### src/rtl/cache_controller_pkg.sv
// Shared definitions for the cache controller slice.
//  - cc_state_e : controller sequencing states
//  - DEF_*      : default geometry used by the top-level parameters
//  - tag_bits() : tag width derived from address and index widths
package cache_controller_pkg;

  localparam int unsigned DEF_ADDR_WIDTH = 32;
  localparam int unsigned DEF_DATA_WIDTH = 32;
  localparam int unsigned DEF_INDEX_BITS = 5;

  typedef enum logic [1:0] {
    IDLE = 2'd0,  // waiting for a CPU request
    MRD  = 2'd1,  // read miss: RAM read in flight
    MWR  = 2'd2,  // write-through: RAM write in flight
    RESP = 2'd3   // one-cycle completion to the CPU
  } cc_state_e;

  // Everything above the index is tag; one word per line, so no offset field.
  function automatic int unsigned tag_bits(input int unsigned addr_w,
                                           input int unsigned index_w);
    return addr_w - index_w;
  endfunction

endpackage

### src/rtl/cache_line_store.sv
// Direct-mapped line store: valid bits, tags and one data word per line.
//  clock, reset_n            : clock, async active-low reset (clears valid only)
//  lookup_addr               : word address to look up (combinational)
//  lookup_hit, lookup_data   : valid-and-tag-match, and the stored word
//  wr_en, wr_addr, wr_data   : single synchronous write port; sets the line's
//                              tag from wr_addr, stores wr_data, marks it valid
module cache_line_store
  import cache_controller_pkg::*;
#(
  parameter int unsigned ADDR_WIDTH = DEF_ADDR_WIDTH,
  parameter int unsigned DATA_WIDTH = DEF_DATA_WIDTH,
  parameter int unsigned INDEX_BITS = DEF_INDEX_BITS
) (
  input  logic                  clock,
  input  logic                  reset_n,
  input  logic [ADDR_WIDTH-1:0] lookup_addr,
  output logic                  lookup_hit,
  output logic [DATA_WIDTH-1:0] lookup_data,
  input  logic                  wr_en,
  input  logic [ADDR_WIDTH-1:0] wr_addr,
  input  logic [DATA_WIDTH-1:0] wr_data
);

  localparam int unsigned LINES    = 1 << INDEX_BITS;
  localparam int unsigned TAG_BITS = tag_bits(ADDR_WIDTH, INDEX_BITS);

  logic [LINES-1:0]      valid_q;
  logic [TAG_BITS-1:0]   tag_mem  [LINES];
  logic [DATA_WIDTH-1:0] data_mem [LINES];

  logic [INDEX_BITS-1:0] lk_index, wr_index;
  logic [TAG_BITS-1:0]   lk_tag, wr_tag;

  assign lk_index = lookup_addr[INDEX_BITS-1:0];
  assign lk_tag   = lookup_addr[ADDR_WIDTH-1:INDEX_BITS];
  assign wr_index = wr_addr[INDEX_BITS-1:0];
  assign wr_tag   = wr_addr[ADDR_WIDTH-1:INDEX_BITS];

  assign lookup_hit  = valid_q[lk_index] && (tag_mem[lk_index] == lk_tag);
  assign lookup_data = data_mem[lk_index];

  always_ff @(posedge clock or negedge reset_n) begin
    if (!reset_n) begin
      valid_q <= '0;
    end else if (wr_en) begin
      valid_q[wr_index] <= 1'b1;
    end
  end

  // NOTE: tag/data arrays have no reset; the valid bits alone make stale
  // contents invisible, and leaving them unreset lets them map to plain RAM.
  always_ff @(posedge clock) begin
    if (wr_en) begin
      tag_mem[wr_index]  <= wr_tag;
      data_mem[wr_index] <= wr_data;
    end
  end

endmodule

### src/rtl/cache_controller.sv
// Direct-mapped, write-through, no-write-allocate cache controller.
// Accepts one CPU request at a time; read hits are served from the line store,
// read misses fill from RAM, and every write goes through to RAM.
//  clock, reset_n                      : clock, async active-low reset
//  cpu_req/cpu_wr/cpu_addr/cpu_wdata   : CPU request (sampled only in IDLE)
//  cpu_ready/cpu_rdata/cpu_hit         : one-cycle completion, read data, hit flag
//  mem_req/mem_wr/mem_addr/mem_wdata   : RAM request, held until mem_ack
//  mem_ack/mem_rdata                   : RAM completion, read data same cycle
module cache_controller
  import cache_controller_pkg::*;
#(
  parameter int unsigned ADDR_WIDTH = DEF_ADDR_WIDTH,
  parameter int unsigned DATA_WIDTH = DEF_DATA_WIDTH,
  parameter int unsigned INDEX_BITS = DEF_INDEX_BITS
) (
  input  logic                  clock,
  input  logic                  reset_n,
  input  logic                  cpu_req,
  input  logic                  cpu_wr,
  input  logic [ADDR_WIDTH-1:0] cpu_addr,
  input  logic [DATA_WIDTH-1:0] cpu_wdata,
  output logic                  cpu_ready,
  output logic [DATA_WIDTH-1:0] cpu_rdata,
  output logic                  cpu_hit,
  output logic                  mem_req,
  output logic                  mem_wr,
  output logic [ADDR_WIDTH-1:0] mem_addr,
  output logic [DATA_WIDTH-1:0] mem_wdata,
  input  logic                  mem_ack,
  input  logic [DATA_WIDTH-1:0] mem_rdata
);

  cc_state_e state;

  logic                  lookup_hit;
  logic [DATA_WIDTH-1:0] lookup_data;
  logic                  line_wr_en;
  logic [ADDR_WIDTH-1:0] line_wr_addr;
  logic [DATA_WIDTH-1:0] line_wr_data;

  // Lookup always uses the live CPU address: it only matters in the IDLE
  // acceptance cycle, so no extra latch stage is needed for hit detection.
  cache_line_store #(
    .ADDR_WIDTH (ADDR_WIDTH),
    .DATA_WIDTH (DATA_WIDTH),
    .INDEX_BITS (INDEX_BITS)
  ) u_line_store (
    .clock       (clock),
    .reset_n     (reset_n),
    .lookup_addr (cpu_addr),
    .lookup_hit  (lookup_hit),
    .lookup_data (lookup_data),
    .wr_en       (line_wr_en),
    .wr_addr     (line_wr_addr),
    .wr_data     (line_wr_data)
  );

  // Line write port: write hits update in the acceptance cycle; read misses
  // fill from RAM on ack using the latched address held in mem_addr.
  // NOTE: every always_comb output gets a default first so no path can
  // leave it unassigned and infer a latch.
  always_comb begin
    line_wr_en   = 1'b0;
    line_wr_addr = cpu_addr;
    line_wr_data = cpu_wdata;
    case (state)
      IDLE: line_wr_en = cpu_req && cpu_wr && lookup_hit;
      MRD: begin
        line_wr_en   = mem_ack;
        line_wr_addr = mem_addr;
        line_wr_data = mem_rdata;
      end
      default: ;
    endcase
  end

  // NOTE: sequential state uses non-blocking assignments so every register
  // samples pre-edge values regardless of statement order.
  always_ff @(posedge clock or negedge reset_n) begin
    if (!reset_n) begin
      state     <= IDLE;
      cpu_ready <= 1'b0;
      cpu_hit   <= 1'b0;
      cpu_rdata <= '0;
      mem_req   <= 1'b0;
      mem_wr    <= 1'b0;
      mem_addr  <= '0;
      mem_wdata <= '0;
    end else begin
      case (state)
        IDLE: begin
          if (cpu_req) begin
            if (!cpu_wr && lookup_hit) begin
              state     <= RESP;
              cpu_ready <= 1'b1;
              cpu_hit   <= 1'b1;
              cpu_rdata <= lookup_data;
            end else begin
              // mem_addr/mem_wdata double as the latched request operands.
              state     <= cpu_wr ? MWR : MRD;
              mem_req   <= 1'b1;
              mem_wr    <= cpu_wr;
              mem_addr  <= cpu_addr;
              mem_wdata <= cpu_wdata;
            end
          end
        end
        MRD: begin
          if (mem_ack) begin
            state     <= RESP;
            mem_req   <= 1'b0;
            cpu_rdata <= mem_rdata;
            cpu_hit   <= 1'b0;
            cpu_ready <= 1'b1;
          end
        end
        MWR: begin
          if (mem_ack) begin
            state     <= RESP;
            mem_req   <= 1'b0;
            mem_wr    <= 1'b0;
            cpu_hit   <= 1'b0;
            cpu_ready <= 1'b1;
          end
        end
        RESP: begin
          state     <= IDLE;
          cpu_ready <= 1'b0;
          cpu_hit   <= 1'b0;
        end
        default: state <= IDLE;
      endcase
    end
  end

endmodule

### config.mk
export PLATFORM = sky130hd
export DESIGN_NAME = cache_controller
export DESIGN_NICKNAME = d
export VERILOG_FILES = /design/src/rtl/cache_controller_pkg.sv /design/src/rtl/cache_line_store.sv /design/src/rtl/cache_controller.sv
export SDC_FILE = /design/constraint.sdc
export NUM_CORES = 2
export LEC_CHECK = 0
export CAP_MARGIN = 10
export CORE_MARGIN = 2
export CORE_UTILIZATION = 30
export DETAILED_ROUTE_END_ITERATION = 12
export SLEW_MARGIN = 0
export SYNTH_ARGS = -nofsm -noshare
export SYNTH_HDL_FRONTEND = slang
export SYNTH_SLANG_ARGS = --single-unit
export TNS_END_PERCENT = 50
### constraint.sdc
create_clock -name clock -period 5.7 [get_ports clock]
set_input_delay 0.57 -clock clock [delete_from_list [all_inputs] [get_ports clock]]
set_output_delay 0.57 -clock clock [all_outputs]
set_load 0.01 [all_outputs]
Word level (Yosys, flattened, before mapping). Memories as Yosys holds them, arrays and structs flattened. Cells that the tools add are included.

Flip-flop bits (word level): 134. Memory bits (writable): 1888. Output and inout bits: 100. Word-level logic and storage cells: 73. Memories: 2.

Memories: u_line_store.data_mem (words 32, width 32, rd ports 1, clocked after Yosys merged registers in 0, wr ports 1, RTL line cache_line_store.sv:29) `logic [DATA_WIDTH-1:0] data_mem [LINES];`; u_line_store.tag_mem (words 32, width 27, rd ports 1, clocked after Yosys merged registers in 0, wr ports 1, RTL line cache_line_store.sv:28) `logic [TAG_BITS-1:0] tag_mem [LINES];`.

Order comparisons: 3. Eq/ne operators: 10. Multiplexer cells: 30. Bitwise logic cells: 2. Reduce and logical (&&, ||, !) cells: 17.

Operators by type and width (number): 2-to-1 mux 32 bit (5); one-hot mux 32 bit (2 select lines) (1); OR 32 bit (1); == test 27 bit (1); less-than comparator 5 x 6 -> 1 bit, second input constant (2); 2-to-1 mux 1 bit (12); AND reduction 4 bit (3); inequality test 2 bit, second input constant (5); 2-to-1 mux 2 bit (4); one-hot mux 1 bit (2 select lines) (3); one-hot mux 1 bit (3 select lines) (2); one-hot mux 2 bit (3 select lines) (1); AND reduction 3 bit (2); nonzero test 2 bit (3); binary-select mux 1 bit (select 5 bit) (1); demux 1 bit (select 5 bit) (1); >= comparator 5 x 1 -> 1 bit, second input constant (1); logical AND 1 bit (5); == test 2 bit, second input constant (2); == test 2 x 1 -> 1 bit, second input constant (1); logical NOT 2 bit (1); inequality test 2 x 1 -> 1 bit, second input constant (1); AND reduction 2 bit (1); OR reduction 2 bit (1); other kinds (2) (2).

Logic depth before layout (Yosys ltp).
Word-level depth: 7. Mapped depth: 17. Mapped depth without buffers: 9.

Modules after synthesis. From an unflattened synthesis, not the netlist that was laid out.

Cells, all modules: 3596. Area, all modules: 78602.9 um^2.

Modules (own cells, without submodules): cache_line_store (times used 1, cells each 3142, area each 73449.2 um^2, seq. area each 57495.1 um^2); cache_controller (times used 1, cells each 454, area each 5153.7 um^2, seq. area each 2552.4 um^2).

Worst setup path before layout. No wires, ideal clock.

Kind: input -> register. From: input cpu_addr[1]. To: memory u_line_store.data_mem[11][0] (netlist bit) (enable). Setup time: 0.497 ns. Arrival time: 6.506 ns. Required time: 5.203 ns. Slack: -1.303 ns. Stages: 14. Path buffers: 5. Cells stage by stage: buf_4 buf_2 buf_6 mux4_2 a32oi_1 o31ai_1 or3_1 a2111oi_1 nand4_1 nor3_1 nand2_1 clkbuf_1 clkbuf_1 o22ai_1.

Word-level cells in the longest chain between the ends: 7. Elaborated cells on any way between the ends: 10. Classes of those cells: 1 x eq/ne; 6 x mux; 2 x reduce/logical; 1 x memory.

Ends and longest elaborated chain: from (decl) (RTL line cache_controller.sv:20) `input logic [ADDR_WIDTH-1:0] cpu_addr,`; memory read (32 x 27 bit) / binary-select mux 1 bit (select 5 bit) (equally long branches); == test 27 bit / 2-to-1 mux 1 bit (equally long branches) (RTL line cache_line_store.sv:39) `assign lookup_hit = valid_q[lk_index] && (tag_mem[lk_index] == lk_tag);`; logical AND 1 bit (RTL line cache_line_store.sv:39); logical AND 1 bit (RTL line cache_controller.sv:67) `IDLE: line_wr_en = cpu_req && cpu_wr && lookup_hit;`; one-hot mux 1 bit (2 select lines) (RTL line cache_controller.sv:66) `case (state)`; 2-to-1 mux 1 bit (RTL line cache_line_store.sv:53) `if (wr_en) begin`; 2-to-1 mux 1 bit (implied by the code) (RTL line cache_line_store.sv:55) `data_mem[wr_index] <= wr_data;`; to (decl) (RTL line cache_line_store.sv:29).

Several ways; a longest one is shown, not always the timed one. The select of a mux whose other input is x is not followed.

Worst setup path after layout.
From: input cpu_addr[1]. To: register mem_addr[7].

Word-level cells in the longest chain between the ends: 6. Elaborated cells on any way between the ends: 8. Classes of those cells: 1 x eq/ne; 2 x mux; 1 x bitwise; 3 x reduce/logical; 1 x memory.

Ends and longest elaborated chain: memory read (32 x 27 bit) / binary-select mux 1 bit (select 5 bit) (equally long branches); == test 27 bit / 2-to-1 mux 1 bit (equally long branches) (RTL line cache_line_store.sv:39); logical AND 1 bit * (RTL line cache_line_store.sv:39); logical AND 1 bit * (RTL line cache_controller.sv:93) `if (!cpu_wr && lookup_hit) begin`; inverter 1 bit (no source line) *; AND reduction 3 bit (no source line) *; to (signal assigned) (RTL line cache_controller.sv:103) `mem_addr <= cpu_addr;`; to (decl) (RTL line cache_controller.sv:27) `output logic [ADDR_WIDTH-1:0] mem_addr,`.

Every way passes the cells marked *; elsewhere a longest branch is shown, timed or not. The select of a mux whose other input is x is not followed. A chain may end at the register's enable or synchronous reset.

==> results by group <==
Critical path
  • Maximum fanout along the worst path: 48
  • Crit Path Class: input pin to flip-flop
  • Worst reg-to-reg setup slack: 1.26 ns
  • Critical register-to-register path endpoint: mem_addr[7]
  • Critical path required time: 6.39 ns
  • Data arrival, critical path: 5.45 ns
  • Worst R2R Start: u_line_store.tag_mem[3][4]
  • Worst setup SP type: input pin
  • Element type at the critical path end: flip-flop
  • Register-to-Register Path Depth: 12

Timing
  • Number of hold violations in the final report: 0
  • Relative slew margins: 20.2%
  • Final setup TNS: 0 ns
  • Max Slew Vio Count: 0
  • Achievable frequency: 210 MHz
  • Unrepaired setup endpoints after global routing: false
  • Slew at the pin closest to its max-slew limit: 1.18 ns
  • Share of the clock period used by the worst path: 83.5%
  • Setup-violating endpoint count in the final report: 0
  • Smallest hold slack: 0.315 ns
  • Setup Skew: 0.0335 ns
  • Post-route minimum period: 4.76 ns

Routing
  • DRT Wirelength: 224 mm
  • Met3 routed wirelength: 20.1 mm
  • DRC Markers: 0
  • Routed length per instance: 28.6 um
  • Starting DRT DRC Count: 5519
  • Antenna Violating Nets Remaining: 0
  • Via count of the routed design: 41600
  • Routed wl met2: 104 mm
  • Wire length on met1: 96.1 mm
  • Via density per instance: 5.30
  • Top routing layer in use: met5
  • Detailed Routing Iterations Pass 1: 5

Synthesis
  • Post-synthesis register bit count: 2022
  • Most used flip-flop cell after synthesis: sky130_fd_sc_hd__edfxtp_1
  • Per-instance average area after synthesis: 21.3 sq um
  • Proportion of synthesized flip-flops having asynchronous set or reset: 6.63%
  • Synthesized instance count: 3741
  • Sequential share of the synthesized area: 75.4%
  • Total nets after synthesis: 3846
  • Count of flip-flops with a built-in enable after synthesis: 1888
  • Yosys warning count: 0
  • Cell area after synthesis: 79600 sq um
  • Cell variety after synth: 63

Cells and area
  • Post-route cell area: 95200 sq um
  • Net count, final: 4261
  • Synthesis-to-finish area growth: 19.6%
  • Core Util, Final: 36.0%
  • Layout cells sized above 1: 27.8%

Clock tree
  • Clock slew at reported path FFs: 0.06 ns
  • Latest clock arrival within the worst-skew pair: 0.82 ns
  • Post-cts repair resize count: 0
  • Sinks on Clock Net: 2022
  • Maximum clock insertion buffer count: 3
  • Number of buffers added by the clock tree synthesis step: 194
  • CTS H-tree lvls: 4
  • Root Buffer Master: sky130_fd_sc_hd__clkbuf_16
  • TritonCTS clock tree: done

Outcome
  • Outcome: complete, no violations

Die
  • Core outline area: 265000 sq um
  • Number of top-level pins: 201
  • Initial Utilization: 30.1%
  • Area of the die: 269000 sq um
  • Chip width: 519 um
  • Die height: 519 um
  • # rows: 189

Flow run
  • Max Cap Viol: 0

Global routing
  • Antenna violations before repair: 8
  • Remaining global-route overflow: 0
  • Vias in the first global route: 41300
  • Overall fraction of global-route tracks in use: 16.3%
  • Largest net degree at the start of global routing: 132
  • Global-route wire length before repair: 318 mm

Placed design
  • Buffers on Ports: 200
  • Cell area after placement: 88800 sq um
  • HPWL reported at the end of detailed placement: 130 mm
  • Gpl congestion: 0.814

Power
  • Largest voltage drop on the vdd net: 0.000288 V
  • Power, Total: 0.0384 W
  • PwrDens: 404 nW/um^2
  • Pleak: 30.2 nW

Hold path
  • Classification of the worst-slack hold path: input pin to asynchronous set/reset pin
[area by class of cell]
cell class,instances,area [sq um]
Fill cell,24000,169000
Sequential cell,2022,60000
Multi-Input combinational cell,1437,18800
Timing Repair Buffer,437,5450
Clock buffer,232,5020
Tap cell,3533,4420
Clock inverter,124,1190
Inverter,64,241
Antenna cell,1,2.50
[timing repair]
item                                    4_1_cts  5_1_grt
buffers inserted                              0        0
endpoints found under the setup margin        0        0
endpoints found under the hold margin        48        0
hold buffers                                  1        0
[cell families (layout without fill, tap and decap cells)]
family                   count (synthesis)  after routing  synth area share [%]
AND/OR/NAND/NOR                        361            361                  2.28
buffers and inverters                  282            857                  1.56
flip-flops                            2022           2022                  75.4
multiplexers                           747            747                  17.9
adder cells (fa/ha/maj)                  4              4                0.0629
XOR/XNOR                                19             19                 0.209
AO/OA/AOI/OAI                          306            306                  2.59
other                                    0              1                     0
[per-layer routing]
layer / up-vias / GRT usage [%]
li1: 16500 / -
met1: 22500 / 24.0
met2: 2207 / 25.0
met3: 292 / 3.26
met4: 4 / 3.53
met5: - / 0
[critical path, cell delays in order]
cell                      delay [ns]
sky130_fd_sc_hd__buf_8          0.41
sky130_fd_sc_hd__buf_12         0.37
sky130_fd_sc_hd__buf_4          0.24
sky130_fd_sc_hd__mux4_2         0.33
sky130_fd_sc_hd__o22ai_1        0.25
sky130_fd_sc_hd__nor4_1         0.11
sky130_fd_sc_hd__xnor2_1        0.47
sky130_fd_sc_hd__nand3_1        0.15
sky130_fd_sc_hd__nor4_1         0.71
sky130_fd_sc_hd__buf_4          0.24
sky130_fd_sc_hd__and3_2         0.28
sky130_fd_sc_hd__buf_4          0.33
sky130_fd_sc_hd__a21oi_4        0.12
sky130_fd_sc_hd__buf_12         0.22
sky130_fd_sc_hd__mux2_4         0.39
[sequential cells by signal (all words and copies together) (netlist names)]
register	cells
cpu_rdata	32
cpu_ready	1
mem_req	1
state	2
mem_wr	1
u_line_store.tag_mem	864
u_line_store.data_mem	1024
u_line_store.valid_q	32
mem_addr	32
mem_wdata	32
cpu_hit	1
[placed cells by master (no fill, tap or decap), types with 8 or more instances in the layout]
| cell type | netlist | routed |
|---|---|---|
| sky130_fd_sc_hd__edfxtp_1 | 1888 | 1888 |
| sky130_fd_sc_hd__mux4_2 | 511 | 511 |
| sky130_fd_sc_hd__clkbuf_16 | 0 | 195 |
| sky130_fd_sc_hd__clkdlybuf4s50_1 | 0 | 193 |
| sky130_fd_sc_hd__nand2_1 | 141 | 140 |
| sky130_fd_sc_hd__dfrtp_1 | 134 | 134 |
| sky130_fd_sc_hd__mux2i_1 | 133 | 133 |
| sky130_fd_sc_hd__buf_12 | 0 | 127 |
| sky130_fd_sc_hd__buf_4 | 12 | 102 |
| sky130_fd_sc_hd__nand4_1 | 70 | 70 |
| sky130_fd_sc_hd__inv_1 | 60 | 60 |
| sky130_fd_sc_hd__mux2_4 | 60 | 60 |
| sky130_fd_sc_hd__o21ai_0 | 79 | 47 |
| sky130_fd_sc_hd__nor2_1 | 45 | 44 |
| sky130_fd_sc_hd__clkinv_1 | 3 | 44 |
| sky130_fd_sc_hd__mux2_2 | 43 | 43 |
| sky130_fd_sc_hd__clkinv_2 | 0 | 41 |
| sky130_fd_sc_hd__o211ai_1 | 36 | 36 |
| sky130_fd_sc_hd__clkbuf_1 | 102 | 36 |
| sky130_fd_sc_hd__a22oi_1 | 31 | 31 |
| sky130_fd_sc_hd__o22ai_1 | 47 | 31 |
| sky130_fd_sc_hd__o221ai_1 | 23 | 23 |
| sky130_fd_sc_hd__o21ai_1 | 1 | 21 |
| sky130_fd_sc_hd__nand3_1 | 21 | 21 |
| sky130_fd_sc_hd__bufinv_16 | 0 | 19 |
| sky130_fd_sc_hd__a21oi_4 | 1 | 18 |
| sky130_fd_sc_hd__nor4_1 | 16 | 16 |
| sky130_fd_sc_hd__o22ai_4 | 0 | 16 |
| sky130_fd_sc_hd__a21oi_1 | 31 | 14 |
| sky130_fd_sc_hd__nor2b_1 | 13 | 13 |
| sky130_fd_sc_hd__o21ai_2 | 0 | 10 |
| sky130_fd_sc_hd__xnor2_1 | 10 | 10 |
| sky130_fd_sc_hd__xor2_1 | 9 | 9 |
| sky130_fd_sc_hd__a311o_1 | 9 | 9 |
| sky130_fd_sc_hd__buf_8 | 0 | 9 |
| sky130_fd_sc_hd__nand2b_1 | 8 | 8 |
| sky130_fd_sc_hd__nand3b_1 | 8 | 8 |
[stage by stage]
step / cells / setup slack [ns]
2_1_floorplan: 3741 / -1.30
3_3_place_gp: 7485 / 0.319
3_5_place_dp: 7485 / 0.228
4_1_cts: 7842 / 1.07
5_1_grt: 7849 / 0.863
6_report: 7850 / 0.938
[Yosys cell counts (all sizes together), types with 3 or more instances]
library cell,number,area share [%]
and3,5,0.039
a21oi,32,0.22
nand3,21,0.13
o21a,4,0.038
o22a,5,0.055
edfxtp,1888,71
mux2i,133,1.7
mux4,511,14
dfrtp,134,4.2
a211oi,7,0.066
a31oi,3,0.024
o21ai,80,0.50
or3b,6,0.066
xnor2,10,0.11
clkinv,3,0.014
nand3b,8,0.075
mux2,103,1.7
nand2b,8,0.063
a221oi,5,0.055
o22ai,47,0.37
inv,61,0.29
o211ai,36,0.34
o31ai,4,0.038
nor4,17,0.15
o221ai,23,0.25
or2,4,0.031
clkbuf,102,0.48
nor2,45,0.21
a32oi,4,0.044
or3,6,0.047
buf,116,0.77
a311o,9,0.11
a32o,6,0.075
nand2,141,0.66
a22oi,31,0.29
and2,3,0.024
xor2,9,0.099
nor3,7,0.044
nor2b,13,0.10
ha,4,0.063
nand4,70,0.55
[worst max path at each step]
stage / cells after the start / slack [ns] / startpoint / end
3_3_place_gp: 16 / 0.32 / cpu_addr[1] / u_line_store.tag_mem[13][13]
2_1_floorplan: 14 / -1.30 / cpu_addr[1] / u_line_store.data_mem[11][0]
4_1_cts: 16 / 1.07 / cpu_addr[1] / u_line_store.tag_mem[13][20]
3_5_place_dp: 16 / 0.23 / cpu_addr[1] / u_line_store.tag_mem[13][13]
5_1_grt: 16 / 0.86 / cpu_addr[1] / u_line_store.tag_mem[13][20]
6_report: 15 / 0.94 / cpu_addr[1] / mem_addr[7]
[power by group]
| group | internal [W] | switching, W |
|---|---|---|
| clock | 0.00715 | 0.00562 |
| combinational | 0.00226 | 0.00416 |
| sequential | 0.0187 | 0.000501 |
No activity file was read; power rests on OpenSTA's default activity.
